<file path="src/rtl/axi4_lite_master_gen_pkg.sv">
// Shared types and constants for the AXI4-Lite master engine.
// Holds the FSM state encoding, response codes and the default protection value.
package axi4_lite_pkg;

    typedef enum logic [2:0] {
        ST_IDLE,
        ST_WR_ADDR_DATA,
        ST_WR_RESP,
        ST_RD_ADDR,
        ST_RD_DATA,
        ST_DONE
    } state_e;

    localparam logic [1:0] OKAY   = 2'b00;
    localparam logic [1:0] EXOKAY = 2'b01;
    localparam logic [1:0] SLVERR = 2'b10;
    localparam logic [1:0] DECERR = 2'b11;

    localparam logic [2:0] PROT_DEFAULT = 3'b000;

endpackage

</file>
<file path="src/rtl/axi4_lite_master_gen_if.sv">
// AXI4-Lite bus bundle between the master engine and one interconnect port.
// The master modport drives addresses, data and valids; the slave modport answers.
interface axi4_lite_master_gen_if #(
    parameter int ADDR_W = 32,
    parameter int DATA_W = 32
);
    localparam int STRB_W = DATA_W / 8;

    logic [ADDR_W-1:0] AWADDR;
    logic [2:0]        AWPROT;
    logic              AWVALID;
    logic              AWREADY;

    logic [DATA_W-1:0] WDATA;
    logic [STRB_W-1:0] WSTRB;
    logic              WVALID;
    logic              WREADY;

    logic [1:0]        BRESP;
    logic              BVALID;
    logic              BREADY;

    logic [ADDR_W-1:0] ARADDR;
    logic [2:0]        ARPROT;
    logic              ARVALID;
    logic              ARREADY;

    logic [DATA_W-1:0] RDATA;
    logic [1:0]        RRESP;
    logic              RVALID;
    logic              RREADY;

    modport master (
        output AWADDR, AWPROT, AWVALID, input AWREADY,
        output WDATA, WSTRB, WVALID, input WREADY,
        input BRESP, BVALID, output BREADY,
        output ARADDR, ARPROT, ARVALID, input ARREADY,
        input RDATA, RRESP, RVALID, output RREADY
    );

    modport slave (
        input AWADDR, AWPROT, AWVALID, output AWREADY,
        input WDATA, WSTRB, WVALID, output WREADY,
        output BRESP, BVALID, input BREADY,
        input ARADDR, ARPROT, ARVALID, output ARREADY,
        output RDATA, RRESP, RVALID, input RREADY
    );

endinterface

</file>
<file path="src/rtl/axi4_lite_master_gen_timeout_ctr.sv">
// Per-transaction watchdog: counts active cycles and flags the cycle in which
// the TIMEOUT_CYCLES-th active cycle is reached. TIMEOUT_CYCLES=0 disables it.
module axi4_lite_timeout_ctr #(
    parameter int TIMEOUT_CYCLES = 256
) (
    input  logic clk,
    input  logic rst_n,
    input  logic clr,
    input  logic en,
    output logic expired
);

    generate
        if (TIMEOUT_CYCLES == 0) begin : g_off
            logic unused_inputs;
            assign unused_inputs = ^{clk, rst_n, clr, en};
            assign expired       = 1'b0;
        end else begin : g_on
            localparam int CW = $clog2(TIMEOUT_CYCLES + 1);
            logic [CW-1:0] cnt_q;

            // cnt_q holds completed active cycles, so the current one is the last allowed
            assign expired = en && (cnt_q == CW'(TIMEOUT_CYCLES - 1));

            always_ff @(posedge clk or negedge rst_n) begin
                if (!rst_n) begin
                    cnt_q <= '0;
                end else if (clr) begin
                    cnt_q <= '0;
                end else if (en && !expired) begin
                    cnt_q <= cnt_q + 1'b1;
                end
            end
        end
    endgenerate

endmodule

</file>
<file path="src/rtl/axi4_lite_master_gen.sv">
// Single-beat AXI4-Lite master: turns a Start pulse into one read or write
// transaction, returns the response, and abandons the transfer on timeout.
module axi4_lite_master_gen
    import axi4_lite_pkg::*;
#(
    parameter int ADDR_W         = 32,
    parameter int DATA_W         = 32,
    parameter int TIMEOUT_CYCLES = 256,
    localparam int STRB_W        = DATA_W / 8
) (
    input  logic                  clk,
    input  logic                  rst_n,
    input  logic                  AXI_Start,
    input  logic                  AXI_WriteEn,
    input  logic [ADDR_W-1:0]     AXI_Addr,
    input  logic [DATA_W-1:0]     AXI_WData,
    input  logic [STRB_W-1:0]     AXI_WStrb,
    output logic [DATA_W-1:0]     AXI_RData,
    output logic [1:0]            AXI_Resp,
    output logic                  AXI_Done,
    output logic                  AXI_Busy,
    output logic                  AXI_Timeout,
    axi4_lite_master_gen_if.master m_axi
);

    state_e            state_q;
    logic [ADDR_W-1:0] addr_q;
    logic [DATA_W-1:0] wdata_q;
    logic [STRB_W-1:0] wstrb_q;
    logic              awvalid_q, wvalid_q, bready_q, arvalid_q, rready_q;
    logic [DATA_W-1:0] rdata_q;
    logic [1:0]        resp_q;
    logic              done_q, timeout_q;

    logic aw_hs, w_hs, b_hs, ar_hs, r_hs;
    logic aw_finished, w_finished;
    logic ctr_en, expired;

    assign aw_hs = awvalid_q & m_axi.AWREADY;
    assign w_hs  = wvalid_q  & m_axi.WREADY;
    assign b_hs  = bready_q  & m_axi.BVALID;
    assign ar_hs = arvalid_q & m_axi.ARREADY;
    assign r_hs  = rready_q  & m_axi.RVALID;

    // A channel counts as finished once its valid has already dropped or handshakes now
    assign aw_finished = !awvalid_q || aw_hs;
    assign w_finished  = !wvalid_q  || w_hs;

    assign ctr_en = (state_q != ST_IDLE) && (state_q != ST_DONE);

    axi4_lite_timeout_ctr #(
        .TIMEOUT_CYCLES(TIMEOUT_CYCLES)
    ) u_timeout_ctr (
        .clk    (clk),
        .rst_n  (rst_n),
        .clr    (!ctr_en),
        .en     (ctr_en),
        .expired(expired)
    );

    always_ff @(posedge clk or negedge rst_n) begin
        if (!rst_n) begin
            state_q   <= ST_IDLE;
            addr_q    <= '0;
            wdata_q   <= '0;
            wstrb_q   <= '0;
            awvalid_q <= 1'b0;
            wvalid_q  <= 1'b0;
            bready_q  <= 1'b0;
            arvalid_q <= 1'b0;
            rready_q  <= 1'b0;
            rdata_q   <= '0;
            resp_q    <= OKAY;
            done_q    <= 1'b0;
            timeout_q <= 1'b0;
        end else begin
            done_q    <= 1'b0;
            timeout_q <= 1'b0;
            case (state_q)
                ST_IDLE: begin
                    if (AXI_Start) begin
                        addr_q  <= AXI_Addr;
                        wdata_q <= AXI_WData;
                        wstrb_q <= AXI_WStrb;
                        if (AXI_WriteEn) begin
                            awvalid_q <= 1'b1;
                            wvalid_q  <= 1'b1;
                            state_q   <= ST_WR_ADDR_DATA;
                        end else begin
                            arvalid_q <= 1'b1;
                            state_q   <= ST_RD_ADDR;
                        end
                    end
                end
                ST_WR_ADDR_DATA: begin
                    if (expired) begin
                        awvalid_q <= 1'b0;
                        wvalid_q  <= 1'b0;
                        state_q   <= ST_DONE;
                        done_q    <= 1'b1;
                        timeout_q <= 1'b1;
                        resp_q    <= DECERR;
                    end else begin
                        if (aw_hs) awvalid_q <= 1'b0;
                        if (w_hs)  wvalid_q  <= 1'b0;
                        if (aw_finished && w_finished) begin
                            bready_q <= 1'b1;
                            state_q  <= ST_WR_RESP;
                        end
                    end
                end
                ST_WR_RESP: begin
                    // A response arriving in the expiry cycle still completes normally
                    if (b_hs) begin
                        resp_q   <= m_axi.BRESP;
                        bready_q <= 1'b0;
                        state_q  <= ST_DONE;
                        done_q   <= 1'b1;
                    end else if (expired) begin
                        bready_q  <= 1'b0;
                        state_q   <= ST_DONE;
                        done_q    <= 1'b1;
                        timeout_q <= 1'b1;
                        resp_q    <= DECERR;
                    end
                end
                ST_RD_ADDR: begin
                    if (expired) begin
                        arvalid_q <= 1'b0;
                        state_q   <= ST_DONE;
                        done_q    <= 1'b1;
                        timeout_q <= 1'b1;
                        resp_q    <= DECERR;
                    end else if (ar_hs) begin
                        arvalid_q <= 1'b0;
                        rready_q  <= 1'b1;
                        state_q   <= ST_RD_DATA;
                    end
                end
                ST_RD_DATA: begin
                    if (r_hs) begin
                        rdata_q  <= m_axi.RDATA;
                        resp_q   <= m_axi.RRESP;
                        rready_q <= 1'b0;
                        state_q  <= ST_DONE;
                        done_q   <= 1'b1;
                    end else if (expired) begin
                        rready_q  <= 1'b0;
                        state_q   <= ST_DONE;
                        done_q    <= 1'b1;
                        timeout_q <= 1'b1;
                        resp_q    <= DECERR;
                    end
                end
                ST_DONE: begin
                    state_q <= ST_IDLE;
                end
                default: begin
                    state_q <= ST_IDLE;
                end
            endcase
        end
    end

    assign m_axi.AWADDR  = addr_q;
    assign m_axi.AWPROT  = PROT_DEFAULT;
    assign m_axi.AWVALID = awvalid_q;
    assign m_axi.WDATA   = wdata_q;
    assign m_axi.WSTRB   = wstrb_q;
    assign m_axi.WVALID  = wvalid_q;
    assign m_axi.BREADY  = bready_q;
    assign m_axi.ARADDR  = addr_q;
    assign m_axi.ARPROT  = PROT_DEFAULT;
    assign m_axi.ARVALID = arvalid_q;
    assign m_axi.RREADY  = rready_q;

    assign AXI_RData   = rdata_q;
    assign AXI_Resp    = resp_q;
    assign AXI_Done    = done_q;
    assign AXI_Busy    = (state_q != ST_IDLE);
    assign AXI_Timeout = timeout_q;

endmodule

</file>
<file path="src/flat_wrapper.sv">
// flat-port wrapper written by rule: the top's interface ports become plain ports
module axi4_lite_master_gen_flat import axi4_lite_pkg::*;
#(
    parameter int ADDR_W         = 32,
    parameter int DATA_W         = 32,
    parameter int TIMEOUT_CYCLES = 256,
    localparam int STRB_W        = DATA_W / 8
)
  (clk, rst_n, AXI_Start, AXI_WriteEn, AXI_Addr, AXI_WData, AXI_WStrb, AXI_RData, AXI_Resp, AXI_Done, AXI_Busy, AXI_Timeout, m_axi_AWADDR, m_axi_AWPROT, m_axi_AWVALID, m_axi_AWREADY, m_axi_WDATA, m_axi_WSTRB, m_axi_WVALID, m_axi_WREADY, m_axi_BRESP, m_axi_BVALID, m_axi_BREADY, m_axi_ARADDR, m_axi_ARPROT, m_axi_ARVALID, m_axi_ARREADY, m_axi_RDATA, m_axi_RRESP, m_axi_RVALID, m_axi_RREADY);
  axi4_lite_master_gen_if #(.ADDR_W(ADDR_W), .DATA_W(DATA_W)) m_axi_i ();
  input  logic clk;
  input  logic rst_n;
  input  logic AXI_Start;
  input  logic AXI_WriteEn;
  input  logic [ADDR_W-1:0] AXI_Addr;
  input  logic [DATA_W-1:0] AXI_WData;
  input  logic [STRB_W-1:0] AXI_WStrb;
  output logic [DATA_W-1:0] AXI_RData;
  output logic [1:0] AXI_Resp;
  output logic AXI_Done;
  output logic AXI_Busy;
  output logic AXI_Timeout;
  output wire logic [$bits(m_axi_i.AWADDR)-1:0] m_axi_AWADDR;
  output wire logic [$bits(m_axi_i.AWPROT)-1:0] m_axi_AWPROT;
  output wire logic [$bits(m_axi_i.AWVALID)-1:0] m_axi_AWVALID;
  input wire logic [$bits(m_axi_i.AWREADY)-1:0] m_axi_AWREADY;
  output wire logic [$bits(m_axi_i.WDATA)-1:0] m_axi_WDATA;
  output wire logic [$bits(m_axi_i.WSTRB)-1:0] m_axi_WSTRB;
  output wire logic [$bits(m_axi_i.WVALID)-1:0] m_axi_WVALID;
  input wire logic [$bits(m_axi_i.WREADY)-1:0] m_axi_WREADY;
  input wire logic [$bits(m_axi_i.BRESP)-1:0] m_axi_BRESP;
  input wire logic [$bits(m_axi_i.BVALID)-1:0] m_axi_BVALID;
  output wire logic [$bits(m_axi_i.BREADY)-1:0] m_axi_BREADY;
  output wire logic [$bits(m_axi_i.ARADDR)-1:0] m_axi_ARADDR;
  output wire logic [$bits(m_axi_i.ARPROT)-1:0] m_axi_ARPROT;
  output wire logic [$bits(m_axi_i.ARVALID)-1:0] m_axi_ARVALID;
  input wire logic [$bits(m_axi_i.ARREADY)-1:0] m_axi_ARREADY;
  input wire logic [$bits(m_axi_i.RDATA)-1:0] m_axi_RDATA;
  input wire logic [$bits(m_axi_i.RRESP)-1:0] m_axi_RRESP;
  input wire logic [$bits(m_axi_i.RVALID)-1:0] m_axi_RVALID;
  output wire logic [$bits(m_axi_i.RREADY)-1:0] m_axi_RREADY;
  assign m_axi_AWADDR = m_axi_i.AWADDR;
  assign m_axi_AWPROT = m_axi_i.AWPROT;
  assign m_axi_AWVALID = m_axi_i.AWVALID;
  assign m_axi_i.AWREADY = m_axi_AWREADY;
  assign m_axi_WDATA = m_axi_i.WDATA;
  assign m_axi_WSTRB = m_axi_i.WSTRB;
  assign m_axi_WVALID = m_axi_i.WVALID;
  assign m_axi_i.WREADY = m_axi_WREADY;
  assign m_axi_i.BRESP = m_axi_BRESP;
  assign m_axi_i.BVALID = m_axi_BVALID;
  assign m_axi_BREADY = m_axi_i.BREADY;
  assign m_axi_ARADDR = m_axi_i.ARADDR;
  assign m_axi_ARPROT = m_axi_i.ARPROT;
  assign m_axi_ARVALID = m_axi_i.ARVALID;
  assign m_axi_i.ARREADY = m_axi_ARREADY;
  assign m_axi_i.RDATA = m_axi_RDATA;
  assign m_axi_i.RRESP = m_axi_RRESP;
  assign m_axi_i.RVALID = m_axi_RVALID;
  assign m_axi_RREADY = m_axi_i.RREADY;
  axi4_lite_master_gen #(.ADDR_W(ADDR_W), .DATA_W(DATA_W), .TIMEOUT_CYCLES(TIMEOUT_CYCLES)) u_core (.clk(clk), .rst_n(rst_n), .AXI_Start(AXI_Start), .AXI_WriteEn(AXI_WriteEn), .AXI_Addr(AXI_Addr), .AXI_WData(AXI_WData), .AXI_WStrb(AXI_WStrb), .AXI_RData(AXI_RData), .AXI_Resp(AXI_Resp), .AXI_Done(AXI_Done), .AXI_Busy(AXI_Busy), .AXI_Timeout(AXI_Timeout), .m_axi(m_axi_i));
endmodule
</file>
<file path="config.mk">
export PLATFORM = sky130hd
export DESIGN_NAME = axi4_lite_master_gen_flat
export DESIGN_NICKNAME = d
export VERILOG_FILES = /design/src/rtl/axi4_lite_master_gen_pkg.sv /design/src/rtl/axi4_lite_master_gen_if.sv /design/src/rtl/axi4_lite_master_gen_timeout_ctr.sv /design/src/rtl/axi4_lite_master_gen.sv /design/src/flat_wrapper.sv
export SDC_FILE = /design/constraint.sdc
export NUM_CORES = 1
export LEC_CHECK = 0
export CORE_MARGIN = 8
export CORE_UTILIZATION = 37
export CTS_BUF_LIST = sky130_fd_sc_hd__clkbuf_16
export DETAILED_ROUTE_END_ITERATION = 8
export GPL_ROUTABILITY_DRIVEN = 0
export HOLD_SLACK_MARGIN = 0.12
export PLACE_DENSITY = 0.72
export RECOVER_POWER = 25
export SLEW_MARGIN = 10
export SYNTH_ARGS = -nofsm -noshare
export SYNTH_HDL_FRONTEND = slang
export SYNTH_SLANG_ARGS = --single-unit
</file>
<file path="constraint.sdc">
create_clock -name clk -period 1.8 [get_ports clk]
set_input_delay 0.27 -clock clk [delete_from_list [all_inputs] [get_ports clk]]
set_output_delay 0.27 -clock clk [all_outputs]
set_load 0.05 [all_outputs]
</file>
# Word level (Yosys, flattened, before mapping)
# Cells that the tools add are included.
# W data, S select, Z words.
dict set report classes {
  mux 45
  eq_ne 20
  n_addsub 1
  bitwise_logic 5
  reduce_logical 25
}
# cell n
set ops {}
lappend ops {{$mux W3} 8}
lappend ops {{$mux W1} 22}
lappend ops {{$reduce_and A4 Y1} 5}
lappend ops {{$mux W9} 2}
lappend ops {{$ne A3 B2 Y1 const B} 6}
lappend ops {{$pmux W3 S5} 1}
lappend ops {{$ne A2 B2 Y1 const B} 5}
lappend ops {{$pmux W1 S2} 5}
lappend ops {{$add A9 B1 Y9 const B} 1}
lappend ops {{$eq A9 B8 Y1 const B} 1}
lappend ops {{$mux W2} 4}
lappend ops {{$reduce_bool A2 Y1} 4}
lappend ops {{$eq A3 B2 Y1 const B} 2}
lappend ops {{$ne A2 B1 Y1 const B} 3}
lappend ops {{$pmux W1 S3} 2}
lappend ops {{$pmux W2 S3} 1}
lappend ops {{$reduce_bool A3 Y1} 2}
lappend ops {{$and A1 B1 Y1} 5}
lappend ops {{$logic_and A1 B1 Y1} 4}
lappend ops {{$reduce_and A2 Y1} 2}
lappend ops {{$eq A3 B1 Y1 const B} 1}
lappend ops {{$eq A3 B3 Y1 const B} 1}
lappend ops {{$logic_not A1 Y1} 3}
lappend ops {{$logic_not A3 Y1} 1}
lappend ops {{other kinds (4)} 5}
dict set report totals {
  inputBits 113
  register_bits 121
}

# Depth between registers and ports, before layout
dict set report logic_depth {
  depth_word 7
  mapped_depth 8
  depth_no_buf 7
}

# Modules after synthesis
# A second synthesis with hierarchy kept.
dict set report hier_totals {
  hier_cells 458
  hier_area_um2 5277.6
}
# mod seq_area_each_um2 area_per_inst_um2 cells_per_inst n_inst
set by_module_without_submodules {}
lappend by_module_without_submodules {axi4_lite_master_gen 2802.7 4805.9 410 1}
lappend by_module_without_submodules {axi4_lite_timeout_ctr 225.2 471.7 48 1}

# Worst setup path before layout
# Ideal clock, no wire load.
dict set report synth_timing {
  path_type {reg2reg}
  from {reg u_core.u_timeout_ctr.g_on.cnt_q[2]}
  to {reg u_core.state_q[1]}
  arrival_time_ps 1810
  setup_slack_ps -129
  path_buffers 1
  path_stages_with_launch 9
  synth_period_minus_slack_ps 1929
  t_required_ps 1680
  cell_sequence {dfrtp_1 -> and4_1 -> and4_1 -> ha_1 -> clkbuf_1 -> nand4bb_1 -> a21oi_1 -> a31oi_1 -> a31o_1}
}
dict set report synth_via {
  elab_chain_cells 5
}
# element line_no
set synth_lines {}
lappend synth_lines {{start: declaration} axi4_lite_master_gen_timeout_ctr.sv:20} ;# logic [CW-1:0] cnt_q;
lappend synth_lines {{start signal: assignment} axi4_lite_master_gen_timeout_ctr.sv:31} ;# cnt_q <= cnt_q + 1'b1;
lappend synth_lines {{$eq A9 B8 Y1 (*)} axi4_lite_master_gen_timeout_ctr.sv:23} ;# assign expired = en && (cnt_q == CW'(TIMEOUT_CYCLES - 1));
lappend synth_lines {{$logic_and A1 B1 Y1 (*)} axi4_lite_master_gen_timeout_ctr.sv:23}
lappend synth_lines {{$mux W3} --}
lappend synth_lines {{$mux W3, on equally long branches} --}
lappend synth_lines {{$pmux W3 S5} axi4_lite_master_gen.sv:79} ;# case (state_q)
lappend synth_lines {{end signal: assignment} axi4_lite_master_gen.sv:88} ;# state_q <= ST_WR_ADDR_DATA;
lappend synth_lines {{end signal: assignment} axi4_lite_master_gen.sv:91} ;# state_q <= ST_RD_ADDR;
lappend synth_lines {{end signal: assignment} axi4_lite_master_gen.sv:99} ;# state_q <= ST_DONE;
lappend synth_lines {{end: declaration} axi4_lite_master_gen.sv:26} ;# state_e state_q;
# Mark *: on every way between the ends. The rest lies on a longest branch, timed or not.
# A chain may end at the register's enable or synchronous reset.

# Worst setup path in the final report
dict set report layout_timing {
  from {reg u_core.u_timeout_ctr.g_on.cnt_q[1]}
  to {reg u_core.state_q[1]}
}
# The elaborated chain is that of the path after synthesis.

==> metrics.txt <==
# TYPE chip_impl_metric gauge
chip_impl_info{name="run_status",value="finished, final reports clean"} 1
chip_impl_info{name="synth.area.top_cells",value="sky130_fd_sc_hd__dfrtp_1 (55%), sky130_fd_sc_hd__mux2_4 (18%), sky130_fd_sc_hd__mux2_1 (6.5%), sky130_fd_sc_hd__buf_4 (5.3%), sky130_fd_sc_hd__buf_6 (1.8%)"} 1
chip_impl_metric{name="pin_count_of_the_biggest_net_entering_global_routing",unit=""} 37
chip_impl_metric{name="post_synth_xor_area_fraction",unit=""} 0.0127
chip_impl_metric{name="floorplan.core_area",unit="µm²"} 14600
chip_impl_metric{name="setup_viol_count_final",unit=""} 0
chip_impl_metric{name="synth_fa_ha_area_frac",unit=""} 0.00453
chip_impl_metric{name="route.antenna.remaining_nets",unit=""} 0
chip_impl_metric{name="placement_rows",unit=""} 44
chip_impl_metric{name="htreeDepth",unit=""} 4
chip_impl_metric{name="ioPinCount",unit=""} 261
chip_impl_info{name="cts-root-buf",value="sky130_fd_sc_hd__clkbuf_16"} 1
chip_impl_metric{name="global_route.overflow_total",unit=""} 0
chip_impl_metric{name="maximum_achievable_frequency",unit="GHz"} 0.565
chip_impl_info{name="critPathLaunchType",value="register"} 1
chip_impl_metric{name="place.port_buffers",unit=""} 254
chip_impl_metric{name="synth_compound_gate_area_share",unit=""} 0.0475
chip_impl_metric{name="drive_above_1_share",unit=""} 0.390
chip_impl_metric{name="yosysWarningCount",unit=""} 0
chip_impl_metric{name="min_period_over_period",unit=""} 0.983
chip_impl_info{name="critPathLaunch",value="u_core.u_timeout_ctr.g_on.cnt_q[1]"} 1
chip_impl_metric{name="report.final.slew_viol_count",unit=""} 0
chip_impl_metric{name="syn-instance-count",unit=""} 386
chip_impl_metric{name="reg2regPathDepth",unit=""} 8
chip_impl_metric{name="grt_pass1_wl",unit="µm"} 25600
chip_impl_metric{name="synth_top_area_share",unit=""} 0.548
chip_impl_info{name="hold_class",value="in -> async"} 1
chip_impl_metric{name="cp.required",unit="ps"} 2100
chip_impl_metric{name="number_of_antenna_violations_at_the_first_check_in_global_routing",unit=""} 0
chip_impl_metric{name="final_critical_path_setup_slack",unit="ps"} 30.4
chip_impl_info{name="rsz0062_at_grt",value="true"} 1
chip_impl_metric{name="flops_latches_synth",unit=""} 121
chip_impl_metric{name="power.static_leakage",unit="nW"} 4.43
chip_impl_info{name="cts_tree",value="built"} 1
chip_impl_metric{name="first_iter_violations",unit=""} 156
chip_impl_metric{name="syn_area",unit="µm²"} 5530
chip_impl_metric{name="power.density_cell_area",unit="nW/µm²"} 710
chip_impl_metric{name="finalHoldViolCount",unit=""} 0
chip_impl_metric{name="chipHeight",unit="µm"} 138
chip_impl_info{name="post_synth_top_area_cell",value="sky130_fd_sc_hd__dfrtp_1"} 1
chip_impl_metric{name="ys_async_sr_fraction",unit=""} 1.00
chip_impl_metric{name="antenna_cells_inserted",unit=""} 0
chip_impl_metric{name="final_period_minus_worst_setup_slack",unit="ps"} 1770
chip_impl_metric{name="regToRegSetupSlack",unit="ps"} 30
chip_impl_info{name="r2r-end",value="u_core.state_q[1]"} 1
chip_impl_metric{name="grt.total_usage",unit=""} 0.168
chip_impl_metric{name="die_area",unit="µm²"} 19100
chip_impl_metric{name="power.total",unit="mW"} 6.07
chip_impl_metric{name="ir_drop",unit="mV"} 0.563
chip_impl_metric{name="detail_route.wirelength",unit="µm"} 15900
chip_impl_metric{name="timing.max_cap.violations",unit=""} 0
chip_impl_metric{name="clock_skew",unit="ps"} 7.04
chip_impl_metric{name="muxShareOfSynthArea",unit=""} 0.252
chip_impl_metric{name="dp_hpwl",unit="µm"} 12200
chip_impl_metric{name="layout.nets",unit=""} 769
chip_impl_info{name="crit_path_end_kind",value="register"} 1
chip_impl_metric{name="synth_sequential_area_ratio",unit=""} 0.548
chip_impl_metric{name="area_growth",unit="%"} 54.7
chip_impl_metric{name="postSynthAreaPerCell",unit="µm²"} 14.3
chip_impl_info{name="combinational_family_with_the_most_area_after_synthesis",value="multiplexers"} 1
chip_impl_metric{name="clk_path_buf_depth",unit=""} 2
chip_impl_info{name="synth.most_common_cell",value="sky130_fd_sc_hd__dfrtp_1"} 1
chip_impl_metric{name="vias_in_the_first_global_route",unit=""} 4349
chip_impl_metric{name="worst_pin_slew",unit="ps"} 617
chip_impl_info{name="timing_worst_setup_path_type",value="reg -> reg"} 1
chip_impl_metric{name="cts_num_sinks",unit=""} 121
chip_impl_metric{name="cts-buffers-inserted",unit=""} 17
chip_impl_info{name="ys_top_cells_by_count",value="sky130_fd_sc_hd__dfrtp_1 (121), sky130_fd_sc_hd__mux2_4 (68), sky130_fd_sc_hd__buf_4 (39), sky130_fd_sc_hd__mux2_1 (32), sky130_fd_sc_hd__nor2_1 (17)"} 1
chip_impl_metric{name="avgRoutedWirePerCell",unit="µm"} 18.7
chip_impl_metric{name="floorplan.initialDensity",unit=""} 0.379
chip_impl_info{name="startpoint_of_the_lowest_slack_register_to_register_path",value="u_core.u_timeout_ctr.g_on.cnt_q[1]"} 1
chip_impl_info{name="synth-main-ff-cell",value="sky130_fd_sc_hd__dfrtp_1"} 1
chip_impl_metric{name="place_ws",unit="ps"} -172
chip_impl_metric{name="dieWidth",unit="µm"} 138
chip_impl_metric{name="route.detailed.vias_per_inst",unit=""} 4.69
chip_impl_metric{name="worst_slew_margin_rel",unit=""} 0.588
chip_impl_metric{name="clk-insertion-delay-late",unit="ps"} 410
chip_impl_metric{name="remaining_drc_errors",unit=""} 0
chip_impl_metric{name="worst-endpoint-arrival",unit="ps"} 2060
chip_impl_metric{name="synth_cell_types",unit=""} 46
chip_impl_metric{name="route.vias.total",unit=""} 3993
chip_impl_metric{name="drt_first_pass_iters",unit=""} 4
chip_impl_metric{name="post_synth_and_or_nand_nor_area_fraction",unit=""} 0.0509
chip_impl_metric{name="critical_path.max_fanout",unit=""} 7
chip_impl_info{name="worst_setup_path_end",value="u_core.state_q[1]"} 1
chip_impl_metric{name="number_of_enable_flip_flop_cells_after_synthesis",unit=""} 0
chip_impl_metric{name="clk_pin_slew",unit="ps"} 50
==> worst min-delay path by stage <==
stage	end	depth (start not counted)	start
final	u_core.m_axi.ARADDR[0]	2	rst_n
after global routing	u_core.m_axi.ARADDR[14]	2	AXI_Addr[14]
after CTS	u_core.AXI_RData[3]	2	rst_n
after detailed placement	u_core.AXI_RData[3]	1	rst_n
after global placement	u_core.AXI_RData[3]	1	rst_n
after floorplan	u_core.AXI_Done	0	rst_n
==> worst max-delay path, stage by stage, from the launching register on <==
cell	delay (ps)
sky130_fd_sc_hd__dfrtp_1	380
sky130_fd_sc_hd__ha_2	210
sky130_fd_sc_hd__and4_4	230
sky130_fd_sc_hd__ha_4	180
sky130_fd_sc_hd__buf_4	130
sky130_fd_sc_hd__a21oi_1	40
sky130_fd_sc_hd__a22oi_1	190
sky130_fd_sc_hd__o21ai_1	90
sky130_fd_sc_hd__a31o_1	220
==> metal layers <==
metal	global-route usage	wire, µm
met5	0	0
met4	0.0589	288
met3	0.0606	1120
met2	0.281	8040
met1	0.195	6500
==> registers in the layout, indices dropped and copies added (netlist names) <==
name and flops:
u_core.AXI_Done 1, u_core.AXI_RData 32, u_core.AXI_Resp 2, u_core.AXI_Timeout 1
u_core.m_axi.ARADDR 32, u_core.m_axi.ARVALID 1, u_core.m_axi.AWVALID 1, u_core.m_axi.BREADY 1
u_core.m_axi.RREADY 1, u_core.m_axi.WDATA 32, u_core.m_axi.WSTRB 4, u_core.m_axi.WVALID 1
u_core.state_q 3, u_core.u_timeout_ctr.g_on.cnt_q 9
==> metrics by stage <==
stage / cells / util / cell area, µm² / setup TNS (ps) / hold WS (ps)
after floorplan: 391 / - / 5560 / 0 / -25.6
after global placement: 810 / 0.546 / 7960 / -332 / 204
after detailed placement: 810 / 0.546 / 7960 / -1320 / 207
after CTS: 845 / 0.582 / 8490 / 0 / 314
after global routing: 851 / 0.586 / 8550 / -114 / 454
final: 851 / 0.586 / 8550 / 0 / 411
==> what timing repair did <==
action | in CTS | in global routing
pin swaps | 0 | 13
setup buffers | 2 | 6
gates resized for setup | 51 | 15
setup endpoints to repair | 55 | 21
cloned | 0 | 0
endpoints found under the hold margin | 85 | 0
hold buffers | 1 | 0
==> where the power goes <==
group / switching [mW] / internal [mW] / total [mW] / leakage (nW)
clock network: 1.14 / 1.84 / 2.98 / 0.276
registers: 0.00170 / 2.72 / 2.73 / 1.66
logic: 0.136 / 0.226 / 0.362 / 2.49
==> layout by cell type, fill, tap and decap left out, drive strengths merged, types with 6 or more instances in the layout <==
master	instances
clkdlybuf4s50	111
buf	142
inv	10
nor2	17
nand2	9
clkinv	7
mux2	100
dlygate4sd2	41
dfrtp	121
o21ai	14
a21oi	8
conb	6
clkbuf	21
xor2	7
==> cell families (layout without fill, tap and decap cells) <==
| logic type | count (synthesis) | after routing |
|---|---|---|
| AND/OR/NAND/NOR | 53 | 53 |
| other | 1 | 6 |
| flip-flops | 121 | 121 |
| multiplexers | 101 | 101 |
| buffers and inverters | 60 | 336 |
| AO/OA/AOI/OAI | 40 | 40 |
| XOR/XNOR | 8 | 8 |
| adder cells (fa/ha/maj) | 2 | 2 |
==> final cells by class <==
type	instances	area (µm²)
fill	1188	6040
multi-input combinational	210	2130
timing repair buffer	299	2620
clock buffer	17	425
inverter	5	18.8
clock inverter	15	97.6
tap	184	230
sequential	121	3030
No activity file was read; power rests on OpenSTA's default activity.
